`config.mk`:
```
export PLATFORM = sky130hd
export DESIGN_NAME = ip_tx
export DESIGN_NICKNAME = d
export VERILOG_FILES = /design/src/rtl/ip_tx.sv
export SDC_FILE = /design/constraint.sdc
export NUM_CORES = 1
export LEC_CHECK = 0
export CORE_ASPECT_RATIO = 0.5
export CORE_UTILIZATION = 45
export DETAILED_ROUTE_END_ITERATION = 12
export PLACE_DENSITY = 0.68
export SLEW_MARGIN = 10
export SYNTH_ARGS = -nofsm -noshare
export SYNTH_HDL_FRONTEND = slang
export SYNTH_SLANG_ARGS = --single-unit
```
`constraint.sdc`:
```
create_clock -name i_clk -period 7.4 [get_ports i_clk]
set_input_delay 1.11 -clock i_clk [delete_from_list [all_inputs] [get_ports i_clk]]
set_output_delay 1.11 -clock i_clk [all_outputs]
set_load 0.005 [all_outputs]
```
`src/rtl/ip_tx.sv`:
```
// IPv4 transmit encapsulator: prefixes a byte stream with a 20-byte header carrying
// dummy length/checksum bytes, then reports the true values on a side channel at packet end.
module ip_tx #(
    parameter int AXI_DATA_WIDTH = 8
) (
    input  logic                      i_clk,
    input  logic                      i_reset_n,
    output logic                      s_ip_hdr_trdy,
    input  logic                      s_ip_hdr_tvalid,
    input  logic [7:0]                s_ip_tos,
    input  logic [15:0]               s_ip_id,
    input  logic [7:0]                s_ip_ttl,
    input  logic [7:0]                s_ip_protocol,
    input  logic [31:0]               s_ip_src_addr,
    input  logic [31:0]               s_ip_dst_addr,
    input  logic [AXI_DATA_WIDTH-1:0] s_tx_axis_tdata,
    input  logic                      s_tx_axis_tvalid,
    input  logic                      s_tx_axis_tlast,
    output logic                      s_tx_axis_trdy,
    output logic [AXI_DATA_WIDTH-1:0] m_tx_axis_tdata,
    output logic                      m_tx_axis_tvalid,
    output logic                      m_tx_axis_tlast,
    input  logic                      m_tx_axis_trdy,
    output logic                      m_ip_info_tvalid,
    output logic [15:0]               m_ip_total_len,
    output logic [15:0]               m_ip_hdr_checksum
);

    typedef enum logic [1:0] {IDLE, IP_HDR, IP_PAYLOAD} state_t;

    state_t      state;
    logic [4:0]  hdr_idx;
    logic [4:0]  hdr_next;
    logic [15:0] pay_count;
    logic [7:0]  tos;
    logic [15:0] id;
    logic [7:0]  ttl;
    logic [7:0]  protocol;
    logic [31:0] src_addr;
    logic [31:0] dst_addr;
    logic [19:0] fixed_sum;
    logic [7:0]  next_hdr_byte;
    logic [15:0] final_len;
    logic [19:0] full_sum;
    logic [16:0] fold1;
    logic [15:0] fold2;
    logic        out_hs;
    logic        in_hs;

    assign out_hs         = m_tx_axis_tvalid & m_tx_axis_trdy;
    assign in_hs          = s_tx_axis_tvalid & s_tx_axis_trdy;
    assign s_ip_hdr_trdy  = (state == IDLE) && !m_tx_axis_tvalid;
    assign s_tx_axis_trdy = (state == IP_PAYLOAD) && (m_tx_axis_trdy || !m_tx_axis_tvalid);
    assign hdr_next       = hdr_idx + 5'd1;

    always_comb begin
        next_hdr_byte = 8'h00;
        case (hdr_next)
            5'd0:  next_hdr_byte = 8'h45;
            5'd1:  next_hdr_byte = tos;
            5'd2:  next_hdr_byte = 8'hBE;
            5'd3:  next_hdr_byte = 8'hEF;
            5'd4:  next_hdr_byte = id[15:8];
            5'd5:  next_hdr_byte = id[7:0];
            5'd6:  next_hdr_byte = 8'h40;
            5'd7:  next_hdr_byte = 8'h00;
            5'd8:  next_hdr_byte = ttl;
            5'd9:  next_hdr_byte = protocol;
            5'd10: next_hdr_byte = 8'hDE;
            5'd11: next_hdr_byte = 8'hAD;
            5'd12: next_hdr_byte = src_addr[31:24];
            5'd13: next_hdr_byte = src_addr[23:16];
            5'd14: next_hdr_byte = src_addr[15:8];
            5'd15: next_hdr_byte = src_addr[7:0];
            5'd16: next_hdr_byte = dst_addr[31:24];
            5'd17: next_hdr_byte = dst_addr[23:16];
            5'd18: next_hdr_byte = dst_addr[15:8];
            5'd19: next_hdr_byte = dst_addr[7:0];
            default: next_hdr_byte = 8'h00;
        endcase
    end

    // The count still excludes the tlast byte when this is consumed, hence 21 rather than 20.
    always_comb begin
        final_len = 16'd21 + pay_count;
        full_sum  = fixed_sum + 20'(final_len);
        fold1     = 17'(full_sum[15:0]) + 17'(full_sum[19:16]);
        fold2     = fold1[15:0] + 16'(fold1[16]);
    end

    always_ff @(posedge i_clk) begin
        if (!i_reset_n) begin
            state             <= IDLE;
            hdr_idx           <= 5'd0;
            pay_count         <= 16'd0;
            tos               <= 8'h00;
            id                <= 16'h0000;
            ttl               <= 8'h00;
            protocol          <= 8'h00;
            src_addr          <= 32'h0;
            dst_addr          <= 32'h0;
            fixed_sum         <= 20'h0;
            m_tx_axis_tdata   <= '0;
            m_tx_axis_tvalid  <= 1'b0;
            m_tx_axis_tlast   <= 1'b0;
            m_ip_info_tvalid  <= 1'b0;
            m_ip_total_len    <= 16'h0;
            m_ip_hdr_checksum <= 16'h0;
        end else begin
            m_ip_info_tvalid <= 1'b0;
            case (state)
                IDLE: begin
                    if (s_ip_hdr_tvalid && s_ip_hdr_trdy) begin
                        tos              <= s_ip_tos;
                        id               <= s_ip_id;
                        ttl              <= s_ip_ttl;
                        protocol         <= s_ip_protocol;
                        src_addr         <= s_ip_src_addr;
                        dst_addr         <= s_ip_dst_addr;
                        pay_count        <= 16'd0;
                        hdr_idx          <= 5'd0;
                        m_tx_axis_tdata  <= 8'h45;
                        m_tx_axis_tvalid <= 1'b1;
                        m_tx_axis_tlast  <= 1'b0;
                        state            <= IP_HDR;
                    end else if (out_hs) begin
                        m_tx_axis_tvalid <= 1'b0;
                        m_tx_axis_tlast  <= 1'b0;
                    end
                end
                IP_HDR: begin
                    // Fields are frozen here, so the length-independent part of the sum is ready long before packet end.
                    fixed_sum <= 20'({8'h45, tos}) + 20'(id) + 20'h04000 + 20'({ttl, protocol})
                               + 20'(src_addr[31:16]) + 20'(src_addr[15:0])
                               + 20'(dst_addr[31:16]) + 20'(dst_addr[15:0]);
                    if (out_hs) begin
                        if (hdr_idx == 5'd19) begin
                            m_tx_axis_tvalid <= 1'b0;
                            state            <= IP_PAYLOAD;
                        end else begin
                            hdr_idx         <= hdr_next;
                            m_tx_axis_tdata <= next_hdr_byte;
                        end
                    end
                end
                IP_PAYLOAD: begin
                    if (in_hs) begin
                        m_tx_axis_tdata  <= s_tx_axis_tdata;
                        m_tx_axis_tlast  <= s_tx_axis_tlast;
                        m_tx_axis_tvalid <= 1'b1;
                        pay_count        <= pay_count + 16'd1;
                        if (s_tx_axis_tlast) begin
                            state             <= IDLE;
                            m_ip_info_tvalid  <= 1'b1;
                            m_ip_total_len    <= final_len;
                            m_ip_hdr_checksum <= ~fold2;
                        end
                    end else if (out_hs) begin
                        m_tx_axis_tvalid <= 1'b0;
                        m_tx_axis_tlast  <= 1'b0;
                    end
                end
                default: state <= IDLE;
            endcase
        end
    end

endmodule

```
Word level (Yosys, flattened, before mapping)

Cells that the tools add are included.

Logic and storage cells: 107
Register bits after elaboration: 190
Input bits: 118
Output and inout bits: 45

Equality and inequality tests: 27
Mux-type cells: 30
Add/subtract/negate cells: 13
Reduce and logical (&&, ||, !) cells: 18
Bitwise gates (word level): 3

Operators by type and width:

| cell                                                                  | count |
|---|---|
| 8-bit one-hot mux with 19 select lines                                | 1 |
| 20-bit by 16-bit adder with 20-bit output                             | 4 |
| 5-bit by 4-bit equality test with 1-bit output, second input constant | 8 |
| 16-bit two-way mux                                                    | 2 |
| 8-bit two-way mux                                                     | 4 |
| 16-bit one-hot mux with 2 select lines                                | 1 |
| 5-bit equality test, second input constant                            | 5 |
| 8-bit one-hot mux with 3 select lines                                 | 1 |
| 19-bit by 16-bit adder with 20-bit output                             | 1 |
| 18-bit by 16-bit adder with 19-bit output                             | 1 |
| 17-bit by 15-bit adder with 18-bit output, second input constant      | 1 |
| 15-bit by 16-bit adder with 17-bit output                             | 1 |
| 16-bit by 4-bit adder with 17-bit output                              | 1 |
| 16-bit by 1-bit adder with 16-bit output                              | 1 |
| 16-bit by 1-bit adder with 16-bit output, second input constant       | 1 |
| 5-bit by 16-bit adder with 16-bit output, first input constant        | 1 |
| 16-bit inverter                                                       | 1 |
| 5-bit by 3-bit equality test with 1-bit output, second input constant | 3 |
| 5-bit two-way mux                                                     | 3 |
| 3-bit AND reduction                                                   | 4 |
| 5-bit by 2-bit equality test with 1-bit output, second input constant | 2 |
| 2-bit two-way mux                                                     | 5 |
| 2-bit inequality test, second input constant                          | 5 |
| 5-bit one-hot mux with 2 select lines                                 | 1 |
| 20 further kinds                                                      | 33 |

Depth between registers and ports, before layout

Depth after elaboration: 7
Depth in mapped cells: 31
Gate-level depth less buffers: 31

Least setup slack after synthesis

Ideal clock, no wire load.

Path kind: register to register
Start: reg pay_count[2]
End: reg m_ip_hdr_checksum[12]
Stages on the path, launching flop included: 30
Data required time: 7,326 ps
Slack: 1,734 ps
Buffers on the path: 1
Clock period less this slack: 5,666 ps
Setup time: 74 ps
Arrival time: 5,592 ps
Path through: dfxtp_1 clkbuf_1 a21o_1 a21oi_1 nor2_1 xor2_1 ha_1 nand2_1 nor2_1 a21oi_2 o21ai_0 a21oi_1 o21ai_0 a21oi_1 nor2b_1 xor2_1 inv_1 fa_1 nand2b_1 o2bb2ai_1 nand2b_1 nor2_1 nor4b_1 ha_1 ha_1 and3_1 and4_1 a21oi_1 or3_1 a31oi_1

Longest elaborated chain between the ends: 5

RTL lines:

| item                                      | RTL line | text |
|---|---|---|
| start, declared                           | 34       | `logic [15:0] pay_count;` |
| start signal, assigned                    | 151      | `pay_count <= pay_count + 16'd1;` |
| 5-bit by 16-bit adder with 16-bit output  | 85       | `final_len = 16'd21 + pay_count;` |
| named net final_len[7]                    | 43       | `logic [15:0] final_len;` |
| 20-bit by 16-bit adder with 20-bit output | 86       | `full_sum = fixed_sum + 20'(final_len);` |
| 16-bit by 4-bit adder with 17-bit output  | 87       | `fold1 = 17'(full_sum[15:0]) + 17'(full_sum[19:16]);` |
| 16-bit by 1-bit adder with 16-bit output  | 88       | `fold2 = fold1[15:0] + 16'(fold1[16]);` |
| 16-bit inverter                           | 156      | `m_ip_hdr_checksum <= ~fold2;` |
| end signal, assigned                      | 156      |  |
| end, declared                             | 26       | `output logic [15:0] m_ip_hdr_checksum` |

The timed path passes the listed nets, and every way through them passes these cells.
A chain may end at the register's enable or synchronous reset.

Final worst setup path

Start: reg pay_count[0]
End: reg m_ip_hdr_checksum[12]

Same word-level chain as after synthesis.

==> metrics.csv <==
metric;value;unit
coreArea;0.0255;sq mm
ctsResizeCount;0;
grt_usage;0.279;
first_global_vias;10400;
syn_nets;1692;
row_count;41;
antenna_left;0;
arrival;6930;ps
fmax;153;MHz
layout_common_cells;nand2_1, dfxtp_1, a21oi_1;
period_share;0.886;
fp.dieW;232;microns
numCtsBuffers;17;
globalRouteOverflowTotal;0;
cpLargestDelayFamily;simple AND/OR/NAND/NOR gates;
cts_tree;built;
critical_path.slowest_cell;fa_1;
hold_viol;0;
die-area;0.0271;sq mm
ys_ff_latch;189;
dr.pass1.iters;6;
antenna_found_initial;0;
drt-initial-drc-count;938;
final_area;0.0143;sq mm
clk_latency;450;ps
syn2layout_area_growth;20.3;%
place_congestion;0.995;
status;complete, no violations;
nNetsFinal;1805;
drive_above_1_share;0.0422;
maxCapViolations;0;
p_leak;5.64;nW
synth-edff-count;0;
root_buffer;clkbuf_16;
h-tree-depth;4;
async_flop_share;0;
via_per_inst;5.67;
cp_num_buf_inv;1;
hp-class;register to register;
drt_wl_total;36800;microns
synth_cell_types;70;
ctsHoldBuffers;0;
dieHeight;117;microns
max_slew_margin;0.292;
initial_core_util;0.465;
cp.required;7780;ps
place_area;0.0137;sq mm
post_cts_buffers;0;
grt_max_degree;106;
peakVddDrop;0.000286;V
clock_path_buffers;2;
syn_area;0.0119;sq mm
cp_max_fo;8;
grt_pass1_wl;57800;microns
clk_pin_slew_worst_paths;70;ps
io_pins;163;
finalSetupTns;0;ps
final_common_cell;nand2_1;
port_buffers;162;
vias;10800;
startpoint_type;register;
worstMarginPinSlew;1060;ps
syn_avg_cell_area;8.25;sq um
routedWlPerCell;19.3;microns
dp_hpwl;28700;microns
drcViolationCount;0;
rsz0062_at_grt;false;
cp-end-kind;register;
setup_viol;0;
yosysSeqAreaShare;0.318;
synth_top_flop_cell;dfxtp_1;
critPathKind;register to register;
cts.sinks;189;
synth_cells;1441;
slew_violations;0;
slowest_delay;450;ps
clock_skew;7.76;ps
power_density;374;mW/mm^2
yosys_warnings;0;
min_period;6560;ps
==> final cells by class <==
cell class / instances / area (sq um)
Inverter: 52 / 198
Timing Repair Buffer: 173 / 1700
Tap cell: 344 / 430
Antenna cell: 1 / 2.50
Fill cell: 2365 / 11200
Clock inverter: 10 / 144
Clock buffer: 19 / 433
Sequential cell: 189 / 3780
Multi-Input combinational cell: 1121 / 7610
==> final timing paths <==
| check | startpoint | endpoint | slack (ps) | cells after the start |
|---|---|---|---|---|
| worst max-delay path | pay_count[0] | m_ip_hdr_checksum[12] | 840 | 29 |
| worst min register to register | m_ip_hdr_checksum[2] | m_ip_hdr_checksum[2] | 450 | 2 |
| worst min-delay path | m_ip_hdr_checksum[2] | m_ip_hdr_checksum[2] | 450 | 2 |
| worst max register to register | pay_count[0] | m_ip_hdr_checksum[12] | 840 | 29 |
==> report_power, final <==
| group | internal (mW) | switching (mW) |
|---|---|---|
| Sequential | 1.19 | 0.218 |
| Combinational | 1.28 | 1.73 |
| Clock | 0.526 | 0.401 |
==> cells in the mapped netlist (all sizes together) (14+ instances only) <==
| library cell | n | area, sq um |
|---|---|---|
| nand2 | 298 | 1120 |
| dfxtp | 189 | 3780 |
| a21oi | 173 | 881 |
| nor2 | 115 | 437 |
| fa | 72 | 1440 |
| clkbuf | 66 | 248 |
| ha | 61 | 763 |
| inv | 52 | 195 |
| xnor2 | 45 | 394 |
| o21ai | 41 | 213 |
| nand3 | 25 | 125 |
| nor3 | 25 | 130 |
| xor2 | 23 | 209 |
| and3 | 20 | 125 |
| a22oi | 19 | 143 |
| a211oi | 16 | 130 |
| a222oi | 15 | 150 |
| mux2i | 14 | 140 |
==> cells by family (layout without fill, tap and decap cells) <==
logic type / after synthesis / count (layout) / synth area share
adders and majority gates: 133 / 133 / 0.185
muxes: 14 / 14 / 0.0118
and+or+nand+nor: 553 / 553 / 0.203
DFF: 189 / 189 / 0.318
buffers and inverters: 131 / 254 / 0.0419
xor gates and xnor gates: 68 / 68 / 0.0507
other: 0 / 1 / 0
AOI/OAI and AO/OA: 353 / 353 / 0.188
==> metrics by stage <==
step                total power, mW  worst slack, ps  utilization  cells  hold WS, ps
floorplan                      3.46             1730            -   1441          445
global placement               4.29             1100        0.537   1879          444
detailed placement             4.38              924        0.537   1879          450
CTS                            5.34              882        0.560   1908          457
global route                   5.78              109        0.560   1908          473
finish                         5.34              845        0.560   1909          455
==> tightest hold or removal path: cells and delay by family, from the launching register on <==
| family | cells | cell delay, ps |
|---|---|---|
| AOI/OAI and AO/OA | 1 | 50 |
| DFF | 1 | 310 |
| and+or+nand+nor | 1 | 50 |
==> sequential cells by signal, indices dropped and copies added (netlist names), 2 cells and up <==
| register | count |
|---|---|
| state | 2 |
| tos | 8 |
| m_ip_total_len | 16 |
| pay_count | 16 |
| m_ip_hdr_checksum | 16 |
| ttl | 8 |
| hdr_idx | 5 |
| id | 16 |
| protocol | 8 |
| fixed_sum | 19 |
| src_addr | 32 |
| m_tx_axis_tdata | 8 |
| dst_addr | 32 |
==> per-layer routing <==
layer	wire (microns)	global-route usage	vias up	share of wire
met3	2340	0.0436	46	0.064
met2	16200	0.438	388	0.44
met1	17400	0.393	5208	0.47
met4	809	0.0965	0	0.022
met5	0	0	-	0
li1	-	-	5182	-
No activity file was read; power rests on OpenSTA's default activity.
